<file path="src/rtl/fifo_reader.sv">
// fifo_reader: pulls a burst of words out of a FIFO with a 1-cycle read
// latency and streams them out over a valid/ready interface through a
// 2-entry in-order skid buffer.
// Optional feature: define FIFO_READER_CHECKSUM_EN to add a per-burst XOR
// checksum output of all words accepted downstream.
//
// state | meaning
// IDLE  | waiting for start; burst_len sampled with start
// READ  | issuing FIFO pops until remaining reaches 0
// DRAIN | all pops issued, waiting for the buffer to empty downstream
// DONE  | one-cycle done pulse, then back to IDLE
module fifo_reader #(
    parameter int DATA_WIDTH = 8,
    parameter int LEN_WIDTH  = 5
) (
    input  logic                  clk,
    input  logic                  rst,
    input  logic                  start,
    input  logic [LEN_WIDTH-1:0]  burst_len,
    input  logic                  fifo_empty,
    output logic                  fifo_rd_en,
    input  logic [DATA_WIDTH-1:0] fifo_rd_data,
    output logic                  m_valid,
    input  logic                  m_ready,
    output logic [DATA_WIDTH-1:0] m_data,
    output logic                  busy,
`ifdef FIFO_READER_CHECKSUM_EN
    output logic [DATA_WIDTH-1:0] checksum,
`endif
    output logic                  done
);

    typedef enum logic [1:0] {
        S_IDLE  = 2'd0,
        S_READ  = 2'd1,
        S_DRAIN = 2'd2,
        S_DONE  = 2'd3
    } state_t;

    state_t                state_q, state_d;
    logic [LEN_WIDTH-1:0]  remaining_q, remaining_d;
    logic                  busy_q;
    logic                  done_q;

    logic                  inflight_q;
    logic [DATA_WIDTH-1:0] buf_q [2];
    logic                  rd_ptr_q;
    logic                  wr_ptr_q;
    logic [1:0]            count_q;

    logic                  accept;
    logic [2:0]            occ_after;

    assign m_valid = (count_q != 2'd0);
    assign m_data  = buf_q[rd_ptr_q];
    assign accept  = m_valid & m_ready;
    assign busy    = busy_q;
    assign done    = done_q;

    // Occupancy the buffer will have after this edge, before any new pop
    // lands. A slot freed by this cycle's accept counts as free, which is
    // what lets the reader sustain one word per cycle with a 2-entry buffer
    // while still guaranteeing returned data always has a slot.
    assign occ_after = {1'b0, count_q} + {2'b00, inflight_q} - {2'b00, accept};

    assign fifo_rd_en = (state_q == S_READ) && !fifo_empty &&
                        (remaining_q != '0) && (occ_after < 3'd2);

    // Next-state and remaining-count decode.
    always_comb begin
        state_d     = state_q;
        remaining_d = remaining_q;
        unique case (state_q)
            S_IDLE: begin
                if (start) begin
                    if (burst_len != '0) begin
                        state_d     = S_READ;
                        remaining_d = burst_len;
                    end else begin
                        state_d = S_DONE;
                    end
                end
            end
            S_READ: begin
                if (fifo_rd_en) begin
                    remaining_d = remaining_q - 1'b1;
                    if (remaining_q == LEN_WIDTH'(1)) begin
                        state_d = S_DRAIN;
                    end
                end
            end
            S_DRAIN: begin
                if (accept && (count_q == 2'd1) && !inflight_q) begin
                    state_d = S_DONE;
                end
            end
            S_DONE: begin
                state_d = S_IDLE;
            end
            default: begin
                state_d = S_IDLE;
            end
        endcase
    end

    // FSM state, remaining count and registered busy/done outputs.
    always_ff @(posedge clk or posedge rst) begin
        if (rst) begin
            state_q     <= S_IDLE;
            remaining_q <= '0;
            busy_q      <= 1'b0;
            done_q      <= 1'b0;
        end else begin
            state_q     <= state_d;
            remaining_q <= remaining_d;
            busy_q      <= (state_d == S_READ) || (state_d == S_DRAIN);
            done_q      <= (state_d == S_DONE);
        end
    end

    // Read-return capture into the 2-entry ring; in-flight flag is cleared
    // by reset so data returning from an aborted pop is dropped.
    always_ff @(posedge clk or posedge rst) begin
        if (rst) begin
            inflight_q <= 1'b0;
            buf_q[0]   <= '0;
            buf_q[1]   <= '0;
            rd_ptr_q   <= 1'b0;
            wr_ptr_q   <= 1'b0;
            count_q    <= 2'd0;
        end else begin
            inflight_q <= fifo_rd_en;
            if (inflight_q) begin
                buf_q[wr_ptr_q] <= fifo_rd_data;
                wr_ptr_q        <= ~wr_ptr_q;
            end
            if (accept) begin
                rd_ptr_q <= ~rd_ptr_q;
            end
            count_q <= occ_after[1:0];
        end
    end

`ifdef FIFO_READER_CHECKSUM_EN
    logic [DATA_WIDTH-1:0] checksum_q;

    // XOR of accepted words, restarted whenever a new burst is accepted.
    always_ff @(posedge clk or posedge rst) begin
        if (rst) begin
            checksum_q <= '0;
        end else if ((state_q == S_IDLE) && start) begin
            checksum_q <= '0;
        end else if (accept) begin
            checksum_q <= checksum_q ^ m_data;
        end
    end

    assign checksum = checksum_q;
`endif

endmodule

</file>
<file path="config.mk">
export PLATFORM = sky130hd
export DESIGN_NAME = fifo_reader
export DESIGN_NICKNAME = d
export VERILOG_FILES = /design/src/rtl/fifo_reader.sv
export SDC_FILE = /design/constraint.sdc
export NUM_CORES = 1
export LEC_CHECK = 0
export ABC_AREA = 0
export BUFFER_PORTS_ARGS = -buffer_cell sky130_fd_sc_hd__buf_4
export CORE_ASPECT_RATIO = 1.1
export CORE_UTILIZATION = 40
export CTS_BUF_LIST = sky130_fd_sc_hd__clkbuf_4
export CTS_CLUSTER_DIAMETER = 100
export CTS_CLUSTER_SIZE = 12
export DETAILED_ROUTE_END_ITERATION = 10
export GPL_TIMING_DRIVEN = 1
export HOLD_SLACK_MARGIN = 0.02
export SLEW_MARGIN = 20
export SYNTH_ARGS = -nofsm -noshare
export SYNTH_HDL_FRONTEND = slang
export SYNTH_SLANG_ARGS = --single-unit
</file>
<file path="constraint.sdc">
create_clock -name clk -period 2.9 [get_ports clk]
set_input_delay 0.145 -clock clk [delete_from_list [all_inputs] [get_ports clk]]
set_output_delay 0.145 -clock clk [all_outputs]
set_load 0.01 [all_outputs]
</file>
==> metrics list, run 1 <==
- Status: completed
- Summing all flip-flop and latch instances after layout gives between 700 and 800 µm².
- When the netlist entered floorplanning its net count stood at about 140.
- For this run, asynchronously set or reset flops after synthesis account for 100%.
* Via count of the routed design: 1040
- Entering global routing, the biggest net connects 31 pins.
- The clock reaches the later pin of the worst-skew pair after 0.32 ns.
- Predominant post-synthesis flop cell: sky130_fd_sc_hd__dfrtp_1
* Final estimated routing congestion in global placement: 0.897
- Setup repair after global routing left no endpoint under its margin.
- For this run, the number of Yosys warnings is 0.
- Counting cells, the worst reg-to-reg path comes to 10.
- The die covers 0.00402 mm².
- The first global-routing pass estimated approximately 4600 µm of wire.
- The worst setup path is captured at an output pin.
* Number of clock buffers inserted by TritonCTS: 5
- Fin crit period: about 2.6 ns
* FP Rows: 23
- Summing the sequential cell areas from Yosys gives 49.8% of the chip area.
- The filler cells instantiated in the layout total about 360.
* Chip height: roughly 66 µm
* ANT cells: 0
- The startpoint identified for the worst register-to-register timing path is count_q[1].
- 30 I/O pins were placed.
* Root buffer cell: sky130_fd_sc_hd__clkbuf_4
- Across the routed clock network, the largest skew measured is 0.0114 ns.
* Overall fraction of global-route tracks in use: about 16%
- Number of enable flip-flop cells after synthesis: 0
- The worst hold path terminates at buf_q[11].
* Setup repair bufs after CTS: 0
- Yosys mapped the design onto 36 distinct sky130hd cell types.
* Post-synthesis sequential element count: 30
* Most common cell after layout, fill and taps aside: sky130_fd_sc_hd__dfrtp_1
- In the routed design, unresolved DRC markers number 0.
* Share of final-layout standard cells stronger than drive strength 1: 42.2%
* Static power due to leakage: between 0.8 and 0.9 nW
- Vias in the first global route: slightly above 1000
- Number of failing hold endpoints at the final stage: 0
- Wires add up to roughly 2800 µm.
- Of the post-synthesis cell area, the dominant cell type holds between 40% and 50%.
* Worst hold path type: input port to flip-flop
- Core Footprint: approximately 0.0036 mm²
- The die is about 61 µm wide.
* Initial antenna violation count: 0
* End of the worst register-to-register path: busy
- Final worst-path setup slack: 0.297 ns
- Startpoint type of the worst setup path: flip-flop
- Post-route design area: between 0.0015 and 0.002 mm²
- CTS max path bufs: 2
- Measured slew at the worst slew-check pin: roughly 0.76 ns
* Largest area contributor in the netlist: sky130_fd_sc_hd__dfrtp_1
- Area of combinational cells with multiple inputs: 738 µm²
- Detailed-routing iteration count for the pre-antenna-repair pass: 4
- Cells after synthesis: 119
- Hpwl dp: 2130 µm
- Adding up every negative setup slack in the final design gives 0 ns.
- Area after DPL: 0.00178 mm²
- The worst hold path begins at fifo_rd_data[3].
- Effective utilization at floorplan: a little over two fifths
- Worst slack after detailed placement: 0.378 ns
* Cell Pwr Density: 1020 mW/mm²
* Start-to-end type of the worst setup path: flip-flop to output pin
* Number of H-tree levels: 2
- Counting instances, the worst hold path has a depth of 2.
* Clock-pin slew of the registers on the worst-case setup and hold paths: about 0.10 ns
- Final Setup Violations: 0
- After the last flow step, the layout net total stands at around 180.
* Post-synthesis area per instance: around 13 µm²
- Violation count after the first detailed-route iteration: 26
- Max FO, Critical Path: 6
* Slew margin rel.: about 49%
* Number of nets still failing antenna checks after routing: 0
* Clock tree from TritonCTS: built
* Max Cap Violations: 0
* Post-route clock period utilization: 89.8%
- Detail-routed net length per standard cell: ~14 µm
* TritonCTS Sinks: 30
- Across all hold checks on the routed design, the worst slack comes to roughly 0.058 ns.
- After detailed routing, the number of vias per cell comes to slightly above 5.
- The library cells used most frequently in the layout, excluding fill and tap cells, are sky130_fd_sc_hd__dfrtp_1 (30), sky130_fd_sc_hd__buf_4 (29), sky130_fd_sc_hd__mux2_2 (24), sky130_fd_sc_hd__nand2_1 (7).
- F_max: slightly below 0.4 GHz
- IO buf count: 29
- Area grow syn2layout: 22.3%
- Main area contributors after synthesis: sky130_fd_sc_hd__dfrtp_1 (50%), sky130_fd_sc_hd__mux2_2 (18%), sky130_fd_sc_hd__ha_1 (4.1%), sky130_fd_sc_hd__nand4bb_4 (1.8%), sky130_fd_sc_hd__nand2_1 (1.7%)
- Worst VDD drop: 0.383 mV
* Worst reg-to-reg setup slack: 0.35 ns
- Endpoint arrival time on the critical path: approximately 2.5 ns
- The total overflow left after global routing is 0.
- Netlist Area Pre-Place: around 0.0015 mm²
- Req. time, crit path: ~2.8 ns
- Final Slew Violations: 0
critical path: stages (launching register included):
cell,delay (ns)
sky130_fd_sc_hd__dfrtp_1,0.45
sky130_fd_sc_hd__nand2_1,0.10
sky130_fd_sc_hd__mux2i_1,0.16
sky130_fd_sc_hd__ha_1,0.16
sky130_fd_sc_hd__inv_1,0.05
sky130_fd_sc_hd__fa_1,0.55
sky130_fd_sc_hd__nand4bb_4,0.17
sky130_fd_sc_hd__nor3_4,0.32
sky130_fd_sc_hd__buf_4,0.18
report_power, final:
part           switching [mW]  leakage (nW)  internal, mW
logic                   0.384         0.448         0.507
clock network           0.136        0.0308        0.0869
registers               0.158         0.355         0.607
worst max-delay path by stage:
stage | start | to | slack [ns] | cells after the start
3_3_place_gp | count_q[1] | busy | 0.52 | 10
5_1_grt | count_q[1] | fifo_rd_en | 0.07 | 8
4_1_cts | count_q[1] | fifo_rd_en | 0.18 | 8
2_1_floorplan | count_q[1] | busy | 0.60 | 10
6_report | count_q[1] | fifo_rd_en | 0.30 | 8
3_5_place_dp | count_q[1] | busy | 0.38 | 10
flip-flops by register name, summed over array words and instances, names as in the netlist:
| signal | count |
|---|---|
| buf_q | 16 |
| remaining_q | 5 |
| count_q | 2 |
| state_q | 2 |
| busy | 1 |
| done | 1 |
| inflight_q | 1 |
| rd_ptr_q | 1 |
| wr_ptr_q | 1 |
final cells by class:
class | instances | area share (%)
multi-input combinational | 82 | 40.0
tap | 50 | 3.39
clock inverter | 2 | 0.542
clock buffer | 5 | 2.03
sequential | 30 | 40.7
inverter | 5 | 1.02
timing repair buffer | 30 | 12.3
kinds of logic after synthesis:
| group | after synthesis | synth area share, % |
|---|---|---|
| muxes | 26 | 19.2 |
| buffers and inverters | 7 | 1.74 |
| DFF | 30 | 49.8 |
| and+or+nand+nor | 32 | 14.5 |
| AOI/OAI and AO/OA | 15 | 7.55 |
| xor gates and xnor gates | 3 | 1.74 |
| adders and majority gates | 6 | 5.47 |
cell usage after synthesis (2+ instances only):
cell	instances
sky130_fd_sc_hd__ha_1	5
sky130_fd_sc_hd__o21ai_0	2
sky130_fd_sc_hd__mux2i_1	2
sky130_fd_sc_hd__a211oi_1	2
sky130_fd_sc_hd__nor2_1	4
sky130_fd_sc_hd__a2bb2oi_1	2
sky130_fd_sc_hd__mux2_2	24
sky130_fd_sc_hd__o2bb2ai_1	2
sky130_fd_sc_hd__clkbuf_1	2
sky130_fd_sc_hd__nor2b_1	3
sky130_fd_sc_hd__xor2_1	2
sky130_fd_sc_hd__nand2_1	7
sky130_fd_sc_hd__dfrtp_1	30
sky130_fd_sc_hd__inv_1	5
sky130_fd_sc_hd__nor3b_1	2
sky130_fd_sc_hd__nor4_1	2
sky130_fd_sc_hd__nand3_1	4
what timing repair did:
| action | CTS | global route |
|---|---|---|
| hold endpoints to repair | 30 | 0 |
| gates resized for setup | 0 | 1 |
| endpoints found under the setup margin | 0 | 1 |
| hold buffers | 1 | 0 |
metrics by stage:
step | utilization, % | power, mW | instances
floorplan | - | 1.36 | 119
global placement | 49.1 | 1.63 | 196
detailed placement | 49.1 | 1.66 | 196
CTS | 50.7 | 1.89 | 204
global route | 50.9 | 2.02 | 204
finish | 50.9 | 1.88 | 204
metal layers:
layer,global-route usage (%),wire length [µm],up-vias
li1,-,-,503
met1,16.9,1120,503
met2,28.4,1500,29
met3,5.28,138,5
met4,7.67,57,0
met5,0,0,-
Note: power is estimated with default switching activity, not from simulation.
==> inputs of run 2 (changes only) <==
--- a/config.mk
+++ b/config.mk
@@ -5,7 +5,7 @@
 export SDC_FILE = /design/constraint.sdc
 export NUM_CORES = 1
 export LEC_CHECK = 0
-export ABC_AREA = 0
+export ABC_AREA = 1
 export BUFFER_PORTS_ARGS = -buffer_cell sky130_fd_sc_hd__buf_4
 export CORE_ASPECT_RATIO = 1.1
 export CORE_UTILIZATION = 40
@@ -15,6 +15,7 @@
 export DETAILED_ROUTE_END_ITERATION = 10
 export GPL_TIMING_DRIVEN = 1
 export HOLD_SLACK_MARGIN = 0.02
+export MAX_ROUTING_LAYER = met4
 export SLEW_MARGIN = 20
 export SYNTH_ARGS = -nofsm -noshare
 export SYNTH_HDL_FRONTEND = slang
==> run 2 against run 1 <==
Effect of this change: non-clock buffer count did not move; hold slack better by 0.0035 ns; sequential cell count is the same; largest cell class unchanged; combinational power is 96% lower; utilization is 0.16 points higher.
==> metrics list, run 2 <==
* Pin count of the biggest net entering global routing: 31 (unchanged)
- Compound-cell area share of the yosys netlist: 7.49% (-0.056 points)
* Sum of routed wire length over all layers: 3160 µm (+12%)
- The post-synthesis async set-or-reset flop share was 100% (unchanged).
- The number of placed I/O pins came to 30 (unchanged).
- Max FO, Critical Path: 4 (-2)
- Top-area cell type share of the netlist area: 47.8% (-1.9 points)
* Hpwl dp: 2310 µm (+8.6%)
* Post-route clock period utilization: 92.0% (+2.2 points)
- The tree is rooted in a sky130_fd_sc_hd__clkbuf_4.
- Via count of the routed design: 1242 (+19%)
* Area grow syn2layout: 20.7%
- The floorplan die area was 0.00418 mm² (+3.9%).
* Metal2 WL: 1420 µm (-5.3%)
- Most used standard cells in the synthesized netlist: sky130_fd_sc_hd__nand2_1 (47), sky130_fd_sc_hd__dfrtp_1 (30), sky130_fd_sc_hd__inv_1 (25), sky130_fd_sc_hd__nand3_1 (16), sky130_fd_sc_hd__o21ai_0 (11)
- The mean post-synth cell area is 8.68 µm² (-32%).
- Share of final-layout standard cells stronger than drive strength 1: 24.7% (-18 points)
- The count of hold buffers inserted by post-cts repair is 1 (unchanged).
- The H-tree depth reported by CTS came to 2 (unchanged).
- Clock-pin slew of the registers on the worst-case setup and hold paths: 0.10 ns (about the same)
* Start-to-end type of the worst setup path: flip-flop to output pin
- Netlist Area Pre-Place: 0.00157 mm² (+4.1%)
- Setup repair bufs after CTS: 0 (unchanged)
- Setup skew after layout: 0.00742 ns (-0.00403 ns)
* Endpoint arrival time on the critical path: 2.52 ns (+0.06 ns)
- The post-synthesis share of cell area spent on and, or, nand and nor gates came to 23.2% (+8.7 points).
* Metal3 WL: 134 µm (-2.9%)
- The wire length per cell after detailed routing came to 11.9 µm (-14%).
- Vias in the first global route: 1216 (+18%)
- Core Footprint: 0.00371 mm² (+2.4%)
* Worst hold path type: input port to flip-flop
* Uppermost signal routing layer after detailed routing: met4
- FP Rows: 23 (unchanged)
- Storage cell area: 751 µm² (unchanged)
- The total clock buffers created by CTS was 5 (unchanged).
* Fin crit period: 2.67 ns (+0.0651 ns)
- The final cell area excluding filler cells came to 0.00190 mm² (+2.7%).
* Commonest cells after routing, fill and taps aside: sky130_fd_sc_hd__nand2_1 (47), sky130_fd_sc_hd__dfrtp_1 (30), sky130_fd_sc_hd__buf_4 (29), sky130_fd_sc_hd__inv_1 (24), sky130_fd_sc_hd__nand3_1 (16)
- Chip Width: 61.7 µm (+1.9%)
* Remaining routing DRC violations: 0 (unchanged)
- Mapped Nets: 205 (+43%)
- CTS max path bufs: 2 (unchanged)
- F_max: 0.375 GHz (-2.4%)
- Critical path's slowest cell: sky130_fd_sc_hd__fa_1
- Adder-cell share of the synthesized area: 5.26% (-0.21 points)
- Status: completed
- Share of the core filled with cells: 51.1% (+0.16 points)
- The tightest slew margin relative to the limit was 57.6% (+8.4 points).
* Number of failing hold endpoints at the final stage: 0 (unchanged)
* Fraction of the yosys area taken by sequential cells: 47.8% (-1.9 points)
- The initial core utilization was 42.3% (+0.68 points).
- Sum of internal, switching and leakage power: 0.701 mW (-63%)
* Post-synthesis sequential element count: 30 (unchanged)
* Static power due to leakage: 1.00 nW (+20%)
- Wire length on met1: 1570 µm (+40%)
* Largest register by flop count: buf_q
* Initial antenna violation count: 0 (unchanged)
* Ordered cell list for the critical path: inv_1 -> nand2_1 -> nand2_1 -> xor2_1 -> inv_1 -> ha_1 -> inv_1 -> fa_1 -> nand2_1 -> nor2_4 -> nand3_2 -> inv_1 -> buf_4
- The total of fill cells in the finished design was 360 (+1.1%).
* TritonCTS Sinks: 30 (unchanged)
- Net count, final: 238 (+34%)
* Final Slew Violations: 0 (unchanged)
- The critical path's largest stage delay was 0.50 ns (-0.05 ns).
- Measured slew at the worst slew-check pin: 0.635 ns (-0.125 ns)
- The number of failing setup endpoints in the final timing report came to 0 (unchanged).
* Most common cell after layout, fill and taps aside: sky130_fd_sc_hd__nand2_1
* Largest family of logic cells by synthesized area: simple AND/OR/NAND/NOR gates
- The peak supply drop is 0.267 mV (-30%).
- The area occupied by multi-input gates is 681 µm² (-7.8%).
- Wire length of the first global-routing pass: 5240 µm (+14%)
- Endpoint class of the critical path: output pin
- The number of synthesized flops with an enable pin came to 0 (unchanged).
- The flip-flop count of the largest register, all copies and words added is 16 (unchanged).
* Predominant post-synthesis flop cell: sky130_fd_sc_hd__dfrtp_1
- Violation count after the first detailed-route iteration: 67 (+160%)
* Synthesized-area fraction occupied by xor and xnor cells: 1.67% (-0.068 points)
* Post-route non-filler standard cell count: 265 (+30%)
- The post-cts sizing count was 0 (unchanged).
- By area the synthesized netlist is led by sky130_fd_sc_hd__dfrtp_1 (48%), sky130_fd_sc_hd__nand2_1 (11%), sky130_fd_sc_hd__inv_1 (6.0%), sky130_fd_sc_hd__mux2_2 (5.7%), sky130_fd_sc_hd__nand3_1 (5.1%).
* Largest area contributor in the netlist: sky130_fd_sc_hd__dfrtp_1
- The number of nets with antenna violations after routing came to 0 (unchanged).
- Via density per instance: 4.69 (-8.1%)
- Setup repair after global routing missed its margin: no
* Cell Pwr Density: 370 mW/mm² (-64%)
* Sum of negative setup slack: 0 ns (unchanged)
- IO buf count: 29 (unchanged)
- The antenna diode instance count was 0 (unchanged).
- The most numerous cell type found on the critical path is sky130_fd_sc_hd__inv_1.
- The worst endpoint required time was 2.76 ns (about the same).
- The number of instances in the synthesized netlist came to 181 (+52%).
* Synth warnings: 0 (unchanged)
- The worst setup path is launched from a flip-flop.
* Leading registers by flop count: buf_q (16), remaining_q (5)
* Chip height: 67.7 µm (+2.0%)
- Max Cap Violations: 0 (unchanged)
* Detailed-routing iteration count for the pre-antenna-repair pass: 4 (unchanged)
- The multiplexer share of the synthesized area was 5.74% (-14 points).
- sky130_fd_sc_hd__nand2_1 is the most common cell in the netlist.
* Area after DPL: 0.00183 mm² (+2.8%)
* Clock tree from TritonCTS: built
* Overflow left after global routing: 0 (unchanged)
* Number of different library cells in the post-synthesis netlist: 24 (-33%)
- Dpl cells: 256 (+31%)
* Final estimated routing congestion in global placement: 0.827 (-7.8%)
- The worst-skew pair later-pin latency was 0.33 ns (about the same).
- Overall fraction of global-route tracks in use: 18.1% (+1.9 points)
-- run 2: cell count changes in the layout (fill, tap and decap cells not counted), moves of 3 or more --
cell	previous run	this run
sky130_fd_sc_hd__nand3_1	4	16
sky130_fd_sc_hd__nor2b_1	3	0
sky130_fd_sc_hd__mux2_2	24	8
sky130_fd_sc_hd__o21ai_0	2	11
sky130_fd_sc_hd__inv_1	4	24
sky130_fd_sc_hd__nand2_1	7	47
sky130_fd_sc_hd__nor2_1	4	9
sky130_fd_sc_hd__o21ai_1	0	8
sky130_fd_sc_hd__nand2_4	0	3
-- run 2: per-layer routing --
| metal | up-vias | track usage (%) |
|---|---|---|
| met3 | 4 | 6.70 |
| met1 | 569 | 22.9 |
| met5 | - | - |
| met2 | 27 | 26.7 |
| met4 | 0 | 5.56 |
| li1 | 642 | - |
-- run 2: cell families after synthesis --
kind of cell,Yosys count
buf+inv,32
simple gates,80
fa+ha+maj,6
flops,30
xor+xnor,3
compound gates,22
mux,8
-- run 2: power by group --
group          switching (mW)  leakage [nW]  internal [mW]  total (mW)
Clock                   0.155        0.0286         0.0900       0.245
Sequential                  0         0.325          0.418       0.418
Combinational          0.0193         0.650         0.0186      0.0379
-- run 2: through the flow --
stage | hold slack, ns | setup WS, ns
finish | 0.0611 | 0.232
global route | 0.0659 | 0.0365
CTS | 0.0505 | 0.220
detailed placement | 0.273 | 0.293
global placement | 0.407 | 0.483
floorplan | 0.236 | 0.505
-- run 2: critical path, delay by kind of cell (launching register included) --
kind / cells / cell delay, ns
xor gates and xnor gates: 1 / 0.16
DFF: 1 / 0.44
buffers and inverters: 5 / 0.43
adders and majority gates: 2 / 0.64
and+or+nand+nor: 5 / 0.51
-- run 2: worst paths after layout --
| check | startpoint | end | slack [ns] | cells past startpoint |
|---|---|---|---|---|
| max | count_q[1] | fifo_rd_en | 0.23 | 13 |
| min | fifo_rd_data[5] | buf_q[13] | 0.06 | 3 |
| max reg2reg | count_q[1] | busy | 0.31 | 14 |
| min reg2reg | buf_q[7] | buf_q[7] | 0.49 | 2 |
| max in group asynchronous | rst | wr_ptr_q | 2.03 | 3 |
| min in group asynchronous | rst | buf_q[2] | 0.45 | 3 |
-- run 2: final cells by class --
type / instances / share of cell area (%)
repair buffers: 30 / 12.0
flip-flops and latches: 30 / 39.6
multi-input cells: 119 / 35.9
well taps: 50 / 3.30
clock buffers: 5 / 1.98
clock inverters: 3 / 0.858
inverters: 28 / 6.34
==> inputs of run 3 (changes only) <==
--- a/config.mk
+++ b/config.mk
@@ -8,7 +8,7 @@
 export ABC_AREA = 1
 export BUFFER_PORTS_ARGS = -buffer_cell sky130_fd_sc_hd__buf_4
 export CORE_ASPECT_RATIO = 1.1
-export CORE_UTILIZATION = 40
+export CORE_UTILIZATION = 45
 export CTS_BUF_LIST = sky130_fd_sc_hd__clkbuf_4
 export CTS_CLUSTER_DIAMETER = 100
 export CTS_CLUSTER_SIZE = 12
@@ -16,6 +16,7 @@
 export GPL_TIMING_DRIVEN = 1
 export HOLD_SLACK_MARGIN = 0.02
 export MAX_ROUTING_LAYER = met4
+export PLACE_DENSITY = 0.69
 export SLEW_MARGIN = 20
 export SYNTH_ARGS = -nofsm -noshare
 export SYNTH_HDL_FRONTEND = slang
==> run 3 against run 2 <==
Effect of this change: cell count shrank 1.1%; sequential share of layout area grew 0.18 points; utilization grew 5.6 points; critical endpoint unchanged; largest cell class unchanged; highest routed layer unchanged.
==> metrics list, run 3 (synthesis results as in run 2) <==
* Max Cap Violations: 0 (unchanged)
* Critical path launch point: count_q[1]
- The number of placed I/O pins is 30 (unchanged).
- Setup skew after layout: 0.00937 ns (+0.00195 ns)
- The worst-skew pair later-pin latency is 0.34 ns (about the same).
- The H-tree depth reported by CTS was 2 (unchanged).
- The maximum number of pins on one net before global-route repair is 31 (unchanged).
- Detailed-routing iteration count for the pre-antenna-repair pass: 4 (unchanged)
- Sum of routed wire length over all layers: 2990 µm (-5.3%)
* Final Setup Violations: 0 (unchanged)
- The post-cts sizing count came to 0 (unchanged).
- The endpoint identified for the worst register-to-register timing path is busy.
* Via density per instance: 4.85 (+3.6%)
- Timing endpoint of the critical path: fifo_rd_en
- The overall power came to 0.685 mW (-2.2%).
- Storage cell area: 751 µm² (unchanged)
- Worst VDD drop: 0.223 mV (-17%)
* Measured slew at the worst slew-check pin: 0.621 ns (-0.0139 ns)
- Leaving out fill and tap cells, the most frequent cell in the layout is sky130_fd_sc_hd__nand2_1.
- Worst reg-to-reg setup slack: 0.32 ns (about the same)
- The count of input and output buffers is 29 (unchanged).
* Ordered cell list for the critical path: inv_1 -> nand2_1 -> nand2_1 -> xor2_1 -> inv_1 -> ha_1 -> inv_1 -> fa_1 -> nand2_1 -> nor2_4 -> nand3_2 -> inv_1 -> buf_4
- Violation count after the first detailed-route iteration: 53 (-21%)
- Uppermost signal routing layer after detailed routing: met4
- The number of DRC violations after detailed routing came to 0 (unchanged).
- The die span in x came to 58.3 µm (-5.5%).
- Vias in the first global route: 1218 (+0.16%)
- Wire length of the first global-routing pass: 4980 µm (-4.9%)
* Net count, final: 238 (unchanged)
- The number of nets with antenna violations after routing came to 0 (unchanged).
- Share of final-layout standard cells stronger than drive strength 1: 24.8% (+0.12 points)
- Via count of the routed design: 1272 (+2.4%)
* Fin crit period: 2.61 ns (-0.0543 ns)
- Number of failing hold endpoints at the final stage: 0 (unchanged)
- The power per unit of standard cell area is 363 mW/mm² (-1.7%).
- The number of instances in the placed design was 254 (-0.78%).
- The worst path arrival time is 2.47 ns (-0.05 ns).
* Largest register by flop count: buf_q
* Wire length on met1: 1300 µm (-17%)
- Overall fraction of global-route tracks in use: 18.3% (+0.26 points)
- Most common cell type on the critical path: sky130_fd_sc_hd__inv_1
- On the critical path, the stage with the largest delay is an instance of sky130_fd_sc_hd__fa_1.
- Area grow syn2layout: 20.2%
* CTS max path bufs: 2 (unchanged)
* Setup repair after global routing missed its margin: no
- TritonCTS Sinks: 30 (unchanged)
- Largest stage delay on the critical path: 0.50 ns (about the same)
- The total negative setup slack was 0 ns (unchanged).
- Overflow left after global routing: 0 (unchanged)
* Req. time, crit path: 2.76 ns (about the same)
- Number of clock buffers inserted by TritonCTS: 5 (unchanged)
- The half-perimeter wire length after detailed placement was 2250 µm (-2.6%).
* Endpoint class of the critical path: output pin
- Final Slew Violations: 0 (unchanged)
- TritonCTS built the clock tree.
- The run finished with clean final reports.
- Max FO, Critical Path: 4 (unchanged)
- FP Rows: 22 (-4.3%)
- Area of combinational cells with multiple inputs: 681 µm² (unchanged)
* F_max: 0.383 GHz (+2.1%)
- Static power due to leakage: 1.01 nW (+0.22%)
* Metal2 WL: 1480 µm (+4.5%)
- The wire length on met3 came to 139 µm (+3.7%).
- The total of fill cells in the finished design is 311 (-14%).
* Effective utilization at floorplan: 47.1% (+4.8 points)
- Worst hold path type: input port to flip-flop
- Full die area: 0.00373 mm² (-11%)
- Leading registers by flop count: buf_q (16), remaining_q (5)
- The placeable core region is 0.00333 mm² (-10%).
- Detail-routed net length per standard cell: 11.4 µm (-4.2%)
- The logic depth of the worst register-to-register path came to 14 (unchanged).
- Max reg flops: 16 (unchanged)
- Root buffer cell: sky130_fd_sc_hd__clkbuf_4
* Startpoint type of the worst setup path: flip-flop
* Commonest cells after routing, fill and taps aside: sky130_fd_sc_hd__nand2_1 (47), sky130_fd_sc_hd__dfrtp_1 (30), sky130_fd_sc_hd__buf_4 (29), sky130_fd_sc_hd__inv_1 (24), sky130_fd_sc_hd__nand3_1 (16)
- Post-route non-filler standard cell count: 262 (-1.1%)
- Initial antenna violation count: 0 (unchanged)
* Clock-pin slew of the registers on the worst-case setup and hold paths: 0.10 ns (about the same)
- The tightest slew margin relative to the limit was 58.5% (+0.93 points).
- The antenna diode instance count was 0 (unchanged).
- In this run the critical register-to-register path is launched from count_q[1].
- Chip height: 64.0 µm (-5.6%)
* Final estimated routing congestion in global placement: 0.850 (+2.8%)
- The setup path with the least slack is of type flip-flop to output pin.
- The utilization after layout is 56.6% (+5.6 points).
- The fraction of the cycle the final worst path needs is 90.1% (-1.9 points).
## run 3: where the power goes
group | total (mW) | internal, mW | leakage, nW | switching (mW)
combinational | 0.0378 | 0.0186 | 0.650 | 0.0192
sequential | 0.418 | 0.418 | 0.325 | 0
clock | 0.230 | 0.0869 | 0.0308 | 0.143
total | 0.685 | 0.523 | 1.01 | 0.162
## run 3: per-stage QoR
stage / hold WS (ns) / setup slack [ns] / cell area [µm²]
floorplan: 0.236 / 0.505 / 1570
global route: 0.0711 / 0.0990 / 1890
detailed placement: 0.424 / 0.313 / 1830
finish: 0.0655 / 0.286 / 1890
global placement: 0.409 / 0.486 / 1830
CTS: 0.0649 / 0.270 / 1880
## run 3: final cells by class
cell class	count	area share [%]
Clock buffer	5	1.99
Clock inverter	2	0.531
Inverter	28	6.37
Multi-Input combinational cell	119	36.1
Sequential cell	30	39.8
Tap cell	48	3.18
Timing Repair Buffer	30	12.1
## run 3: metal layers
metal,GRT usage [%],up-vias
met5,-,-
met4,7.44,0
met3,6.28,8
met2,30.6,30
met1,19.8,595
li1,-,639
## run 3: repair_timing
action / CTS / global route
hold endpoints to repair: 0 / 30
hold buffers: 0 / 1
setup buffers: 0 / 0
endpoints found under the setup margin: 0 / 0
## run 3: critical path, delay by kind of cell (launching register included)
family | cells | cell delay (ns)
xor gates and xnor gates | 1 | 0.15
adders and majority gates | 2 | 0.63
buffers and inverters | 5 | 0.44
DFF | 1 | 0.45
and+or+nand+nor | 5 | 0.48
## run 3: worst min-delay path by stage
stage | end | depth (start not counted) | slack, ns | start
3_3_place_gp | buf_q[11] | 3 | 0.41 | fifo_rd_data[3]
6_report | buf_q[15] | 3 | 0.07 | fifo_rd_data[7]
2_1_floorplan | buf_q[0] | 1 | 0.24 | rst
3_5_place_dp | buf_q[9] | 3 | 0.42 | fifo_rd_data[1]
4_1_cts | buf_q[11] | 3 | 0.06 | fifo_rd_data[3]
5_1_grt | buf_q[9] | 3 | 0.07 | fifo_rd_data[1]
